File: src/rtl/pipe_mem_access_ctrl.sv
// pipe_mem_access_ctrl: MEM-stage data bus controller that stalls the pipeline,
// checks alignment, steers byte lanes and aborts accesses on bus timeout.
module pipe_mem_access_ctrl #(
    parameter int TIMEOUT = 255
) (
    input  logic        clk,
    input  logic        rst,
    input  logic        mem_dmem_ena,
    input  logic        mem_dmem_wena,
    input  logic [1:0]  mem_dmem_w_cs,
    input  logic [1:0]  mem_dmem_r_cs,
    input  logic        mem_cutter_sign,
    input  logic [31:0] mem_alu_out,
    input  logic [31:0] mem_rt_data_out,
    output logic        bus_req,
    output logic        bus_we,
    output logic [31:0] bus_addr,
    output logic [3:0]  bus_be,
    output logic [31:0] bus_wdata,
    input  logic [31:0] bus_rdata,
    input  logic        bus_ack,
    output logic [31:0] load_data,
    output logic        stall,
    output logic        misalign_err,
    output logic        bus_err
);
    localparam int CW = (TIMEOUT > 255) ? $clog2(TIMEOUT + 1) : 8;

    typedef enum logic [1:0] {IDLE, ACCESS, DONE} state_t;
    state_t state, state_next;

    logic [1:0]    cs, size_q, lo_q;
    logic          sign_q, is_half, is_byte, legal, timeout;
    logic [CW-1:0] cnt;
    logic [3:0]    be;
    logic [31:0]   wdata, lane, ext;

    assign cs      = mem_dmem_wena ? mem_dmem_w_cs : mem_dmem_r_cs;
    assign is_half = cs == 2'b01;
    assign is_byte = cs == 2'b10;
    assign legal   = mem_dmem_ena && (is_byte || (is_half ? !mem_alu_out[0] : mem_alu_out[1:0] == 2'b00));
    assign be      = is_byte ? 4'b0001 << mem_alu_out[1:0] :
                     is_half ? (mem_alu_out[1] ? 4'b1100 : 4'b0011) : 4'b1111;
    assign wdata   = is_byte ? {4{mem_rt_data_out[7:0]}} :
                     is_half ? {2{mem_rt_data_out[15:0]}} : mem_rt_data_out;
    // Bring the addressed lane down to bit 0, then extend by latched size
    assign lane    = bus_rdata >> {lo_q, 3'b000};
    assign ext     = size_q == 2'b10 ? {{24{sign_q & lane[7]}}, lane[7:0]} :
                     size_q == 2'b01 ? {{16{sign_q & lane[15]}}, lane[15:0]} : bus_rdata;
    assign timeout = cnt == CW'(TIMEOUT - 1);
    assign bus_req = state == ACCESS;

    always_comb begin
        state_next   = state;
        stall        = 1'b0;
        misalign_err = 1'b0;
        case (state)
            IDLE: begin
                stall        = legal;
                misalign_err = mem_dmem_ena && !legal;
                state_next   = legal ? ACCESS : IDLE;
            end
            ACCESS: begin
                stall      = 1'b1;
                state_next = (bus_ack || timeout) ? DONE : ACCESS;
            end
            default: state_next = IDLE;
        endcase
    end

    always_ff @(posedge clk or posedge rst) begin
        if (rst) begin
            state     <= IDLE;
            bus_we    <= 1'b0;
            bus_be    <= 4'b0000;
            bus_addr  <= '0;
            bus_wdata <= '0;
            load_data <= '0;
            bus_err   <= 1'b0;
            cnt       <= '0;
            size_q    <= 2'b00;
            lo_q      <= 2'b00;
            sign_q    <= 1'b0;
        end else begin
            state   <= state_next;
            bus_err <= 1'b0;
            if (state == IDLE && legal) begin
                bus_addr  <= {mem_alu_out[31:2], 2'b00};
                bus_be    <= be;
                bus_we    <= mem_dmem_wena;
                bus_wdata <= wdata;
                size_q    <= cs;
                lo_q      <= mem_alu_out[1:0];
                sign_q    <= mem_cutter_sign;
                cnt       <= '0;
            end else if (state == IDLE && mem_dmem_ena) begin
                load_data <= '0;
            end else if (state == ACCESS && bus_ack) begin
                if (!bus_we) load_data <= ext;
            end else if (state == ACCESS && timeout) begin
                bus_err   <= 1'b1;
                load_data <= '0;
            end else if (state == ACCESS) begin
                cnt <= cnt + 1'b1;
            end
        end
    end
endmodule
File: config.mk
export PLATFORM = sky130hd
export DESIGN_NAME = pipe_mem_access_ctrl
export DESIGN_NICKNAME = d
export VERILOG_FILES = /design/src/rtl/pipe_mem_access_ctrl.sv
export SDC_FILE = /design/constraint.sdc
export NUM_CORES = 1
export LEC_CHECK = 0
export ABC_AREA = 1
export CORE_ASPECT_RATIO = 2
export CORE_MARGIN = 2
export CORE_UTILIZATION = 41
export CTS_CLUSTER_SIZE = 30
export DETAILED_ROUTE_END_ITERATION = 8
export GPL_ROUTABILITY_DRIVEN = 0
export PLACE_DENSITY = 0.81
export SETUP_SLACK_MARGIN = 0.2
export SLEW_MARGIN = 20
export SYNTH_ARGS = -nofsm -noshare
export SYNTH_HDL_FRONTEND = slang
export SYNTH_SLANG_ARGS = --single-unit
File: constraint.sdc
create_clock -name clk -period 3.6 [get_ports clk]
set_input_delay 0.72 -clock clk [delete_from_list [all_inputs] [get_ports clk]]
set_output_delay 0.72 -clock clk [all_outputs]
set_load 0.03 [all_outputs]
== Yosys cells after proc, flatten, opt, wreduce, memory -nomap -nowiden ==
Index checks and enable logic that the tools add are counted.

* Memories: 0
* Bits in read-only memories: 0
* Bits of input ports: 106
* Latch bits: 0
* Memory bits (writable): 0
* Register bits after elaboration: 115
* Output and inout bits: 105

* Div/mod/pow operators: 0
* Multipliers: 0
* Magnitude comparators: 0
* Equal/unequal tests: 10
* Shift operators: 2
* Bitwise gates (word level): 3
* Reduce and logical (&&, ||, !) cells: 16
* Muxes and demuxes: 27
* Add/sub/neg operators: 1

{| class="wikitable"
|+ Operator list
! cell !! count
|-
| 2-to-1 mux 32 bit || 8
|-
| 2-to-1 mux 8 bit || 5
|-
| >> shifter 32 x 5 -> 16 bit || 1
|-
| 2-to-1 mux 4 bit || 3
|-
| adder 8 x 1 -> 8 bit, second input constant || 1
|-
| equality test 8 bit, second input constant || 1
|-
| 2-to-1 mux 1 bit || 7
|-
| equality test 2 x 1 -> 1 bit, second input constant || 3
|-
| logical AND 1 bit || 6
|-
| inequality test 2 bit, second input constant || 3
|-
| equality test 2 bit, second input constant || 2
|-
| logical NOT 2 bit || 2
|-
| 2-to-1 mux 2 bit || 2
|-
| one-hot mux 2 bit (2 select lines) || 1
|-
| AND reduction 4 bit || 1
|-
| << shifter 1 x 2 -> 4 bit, first input constant || 1
|-
| inequality test 3 bit, second input constant || 1
|-
| AND reduction 3 bit || 1
|-
| nonzero test 3 bit || 1
|-
| AND 1 bit || 2
|-
| logical NOT 1 bit || 2
|-
| logical OR 1 bit || 2
|-
| one-hot mux 1 bit (2 select lines) || 1
|-
| nonzero test 2 bit || 1
|-
| inverter 1 bit || 1
|}

== Depth between registers and ports, before layout ==
* Word-level depth: 8
* Mapped depth: 12

== Worst setup path before layout ==
OpenSTA, ideal clock, no wires.

* Path type: input to output
* Start point: input port mem_dmem_wena
* End point: output port stall
* Data arrival time: 1.811 ns
* Cell stages on the path: 10
* Slack: 1.069 ns
* Data required time: 2.880 ns
* Path buffers: 2
* Path through: inv_2 nand2_1 nand2_1 inv_1 nand3_1 nand3_4 nand2_4 buf_4 buf_4 nand2_1

* Cells in the longest elaborated chain, start to end: 6
* Elaborated cells between the ends (all ways): 7
* Those cells by class: 2 x eq/ne; 3 x mux; 2 x reduce/logical

{| class="wikitable"
|+ Ends and longest elaborated chain
! what !! line !! source
|-
| start, declared || 9 || <nowiki>input logic mem_dmem_wena,</nowiki>
|-
| 2-to-1 mux 2 bit * || 38 || <nowiki>assign cs = mem_dmem_wena ? mem_dmem_w_cs : mem_dmem_r_cs;</nowiki>
|-
| equality test 2 x 1 -> 1 bit || 39 || <nowiki>assign is_half = cs == 2'b01;</nowiki>
|-
| 2-to-1 mux 1 bit || 41 || <nowiki>assign legal = mem_dmem_ena && (is_byte || (is_half ? !mem_alu_out[0] : mem_alu_out[1:0] == 2'b00));</nowiki>
|-
| logical OR 1 bit * || 41 ||
|-
| logical AND 1 bit * || 41 ||
|-
| one-hot mux 1 bit (2 select lines) * || 57 || <nowiki>case (state)</nowiki>
|-
| end, declared || 23 || <nowiki>output logic stall,</nowiki>
|}

Every way passes the cells marked *; elsewhere a longest branch is shown, timed or not.

== Final worst setup path ==
* Start point: input port mem_dmem_wena
* End point: output port misalign_err

* Cells in the longest elaborated chain, start to end: 8
* Elaborated cells between the ends (all ways): 9
* Those cells by class: 2 x eq/ne; 3 x mux; 4 x reduce/logical

{| class="wikitable"
|+ Ends and longest elaborated chain
! what !! line !! source
|-
| 2-to-1 mux 2 bit * || 38 ||
|-
| equality test 2 x 1 -> 1 bit || 39 ||
|-
| 2-to-1 mux 1 bit || 41 ||
|-
| logical OR 1 bit * || 41 ||
|-
| logical AND 1 bit * || 41 ||
|-
| logical NOT 1 bit * || 60 || <nowiki>misalign_err = mem_dmem_ena && !legal;</nowiki>
|-
| logical AND 1 bit * || 60 ||
|-
| 2-to-1 mux 1 bit * || 57 ||
|-
| end, declared || 24 || <nowiki>output logic misalign_err,</nowiki>
|}

Marked as above.

==> impl_metrics.tcl <==
set metrics [dict create \
    tritoncts "done" \
    area_growth_pct 47.75 \
    num_vias 5977 \
    leakage_nw 4.328 \
    critPathTopFamily "buffers and inverters" \
    synth_warnings 0 \
    hold_depth 2 \
    ant_nets 0 \
    cts_buffers 17 \
    fin_cells 1201 \
    worstHoldStart "bus_wdata[31]$_DFFE_PP0P_" \
    grt_pass1_vias 5919 \
    crit_arrival_ns 2.52 \
    routedWlPerCell_um 14.84 \
    reg2reg_setup_slack_ns 1.34 \
    powerDensity_mw_per_mm2 766.1 \
    yosys-top-cells-area "dfrtp_1, nand2_1, nand3_1" \
    seq_area_mm2 0.002878 \
    portBuffers 208 \
    drive_gt1_share_pct 5.853 \
    critical_path.endpoint_type "output pin" \
    yosys_register_bits 115 \
    synth.distinct_cells 30 \
    critPathBufInv 4 \
    ys_seq_area_share_pct 48.42 \
    post_drt_via_cell_ratio 4.977 \
    ctsResizeCount 0 \
    die_h_um 174.3 \
    top_level_ports 211 \
    synth_edf_count 0 \
    path_cells "clkdlybuf4s50_1 > inv_2 > nand2_1 > nand2_1 > inv_1 > nand3_1 > nand3_4 > nor2_1 > clkdlybuf4s50_1" \
    synth_top_area_share_pct 48.42 \
    path_depth 9 \
    multi_input_area_mm2 0.002576 \
    path_clk_slew_ns 0.05 \
    min_period_over_period_pct 89.93 \
    dp.cells 1168 \
    start_kind "primary input" \
    rr_worst_depth 10 \
    final_cell_mix "nand2_1, clkdlybuf4s50_1, dfrtp_1, inv_1, nand3_1" \
    htreeDepth 4 \
    dieWidth_um 89.14 \
    async_flop_share_pct 100.0 \
    dp_hpwl_um 13010 \
    worst_slew_pin_slew_ns 1.009 \
    slowest_stage "clkdlybuf4s50_1" \
    wirelength_um 17830 \
    syn_avg_cell_area_um2 7.410 \
    critPathRequiredTime_ns 2.88 \
    fillers 1299 \
    synth_cells 802 \
    clock_latency_ns 0.40 \
    cpPeakStageDelay_ns 0.68 \
    nets 1103 \
    route.detailed.drc 0 \
    hold_class "reg2reg" \
    crit_start "mem_dmem_wena" \
    grt_pass1_wl_um 28760 \
    track_usage_pct 23.74 \
    cts.sinks 115 \
    rsz0062_at_grt "false" \
    setup_viol 0 \
    slew_viol_final 0 \
    slew_headroom_pct 32.73 \
    worstReg2RegEnd "load_data[18]$_DFFE_PP0P_" \
    root_buffer "clkbuf_16" \
    dieArea_mm2 0.01553 \
    fin_setup_tns_ns 0 \
    fmax_mhz 308.9 \
    hold_viol 0 \
    hold_buffers 0 \
    timing.final.crit_period_ns 3.238 \
    max-clock-path-buffers 2 \
    first_iter_violations 329 \
    ir_drop_mv 0.4297 \
    path_max_fanout 4 \
    rr_startpoint "lo_q[0]$_DFFE_PP0P_" \
    crit_end "misalign_err" \
    drv_cap 0 \
    yosysTopAreaCell "dfrtp_1" \
    overflow 0 \
    layout_commonest_cell "nand2_1" \
    synth_area_mm2 0.005943 \
    skew_ns 0.007947 \
    status "finished, final reports clean" \
    post-cts-setup-buffer-count 0 \
    initial_utilization_pct 41.64 \
    grt_max_degree 116 \
    drt_first_pass_iters 7 \
    coreArea_mm2 0.01427 \
    rows 62 \
    worst-setup-path-type "in2out" \
    antenna_found_initial 1 \
    synth_top_flop_cell "dfrtp_1" \
]
[synth_stat cells (all sizes together), types with 3 or more instances]
cell type,count
nor2,20
or2,5
o211ai,19
a21oi,22
nand3,54
nor3,3
dfrtp,115
nand4,3
clkbuf,10
nand2,368
inv,63
buf,33
xor2,3
o21ai,78
[worst min-delay path, stage by stage, from the launching register on]
cell     delay [ns]
dfrtp_1        0.33
nand2_1        0.05
nand2_1        0.05
[metal layers]
layer  global-route usage, %  vias up  wire, µm
met5                       0        -         0
met4                   13.31        0       859
met3                   5.128       43      1120
met2                   41.05      255      9577
met1                   25.78     2757      6269
li1                        -     2922         -
[kinds of logic after synthesis]
kind of cell	Yosys count	synth area share (%)
other	1	0.06310
xor gates and xnor gates	3	0.4422
adders and majority gates	2	0.4210
buffers and inverters	106	8.295
and+or+nand+nor	453	31.09
AOI/OAI and AO/OA	122	11.26
DFF	115	48.42
[power breakdown]
part,switching [W],internal [W],total (W)
clock network,0.000617,0.00136,0.00197
registers,0.000244,0.00168,0.00192
logic,0.00175,0.00108,0.00283
total,0.00262,0.00411,0.00673
[state kept, by name, indices dropped and copies added, names as in the netlist]
name,cells
load_data,32
state,2
size_q,2
bus_wdata,32
bus_we,1
lo_q,2
bus_err,1
bus_addr,30
sign_q,1
bus_be,4
cnt,8
[worst min path at each step]
stage and endpoint:
6_report bus_wdata[31]$_DFFE_PP0P_, 5_1_grt bus_addr[25]$_DFFE_PP0P_, 4_1_cts bus_wdata[31]$_DFFE_PP0P_, 3_5_place_dp bus_wdata[31]$_DFFE_PP0P_, 3_3_place_gp bus_wdata[8]$_DFFE_PP0P_, 2_1_floorplan size_q[0]$_DFFE_PP0P_
[through the flow]
stage | hold WS, ns | utilization (%) | cell area [µm²] | power (W) | worst slack [ns]
after detailed placement | 0.4637 | 56.65 | 8087 | 0.004764 | 0.3487
after floorplan | 0.4746 | - | 5951 | 0.003663 | 1.069
after global placement | 0.4610 | 56.65 | 8087 | 0.004723 | 0.3797
after global routing | 0.4945 | 61.52 | 8781 | 0.007110 | 0.2025
final | 0.4745 | 61.52 | 8781 | 0.006727 | 0.3624
after CTS | 0.4783 | 61.50 | 8778 | 0.006773 | 0.3474
[final cells by class]
cell class | count | area share [%]
flip-flops and latches | 115 | 32.77
multi-input cells | 582 | 29.34
repair buffers | 216 | 24.51
clock buffers | 20 | 5.315
inverters | 63 | 2.736
well taps | 192 | 2.736
clock inverters | 12 | 2.565
diodes | 1 | 0.02850
No activity file was read; power rests on OpenSTA's default activity.
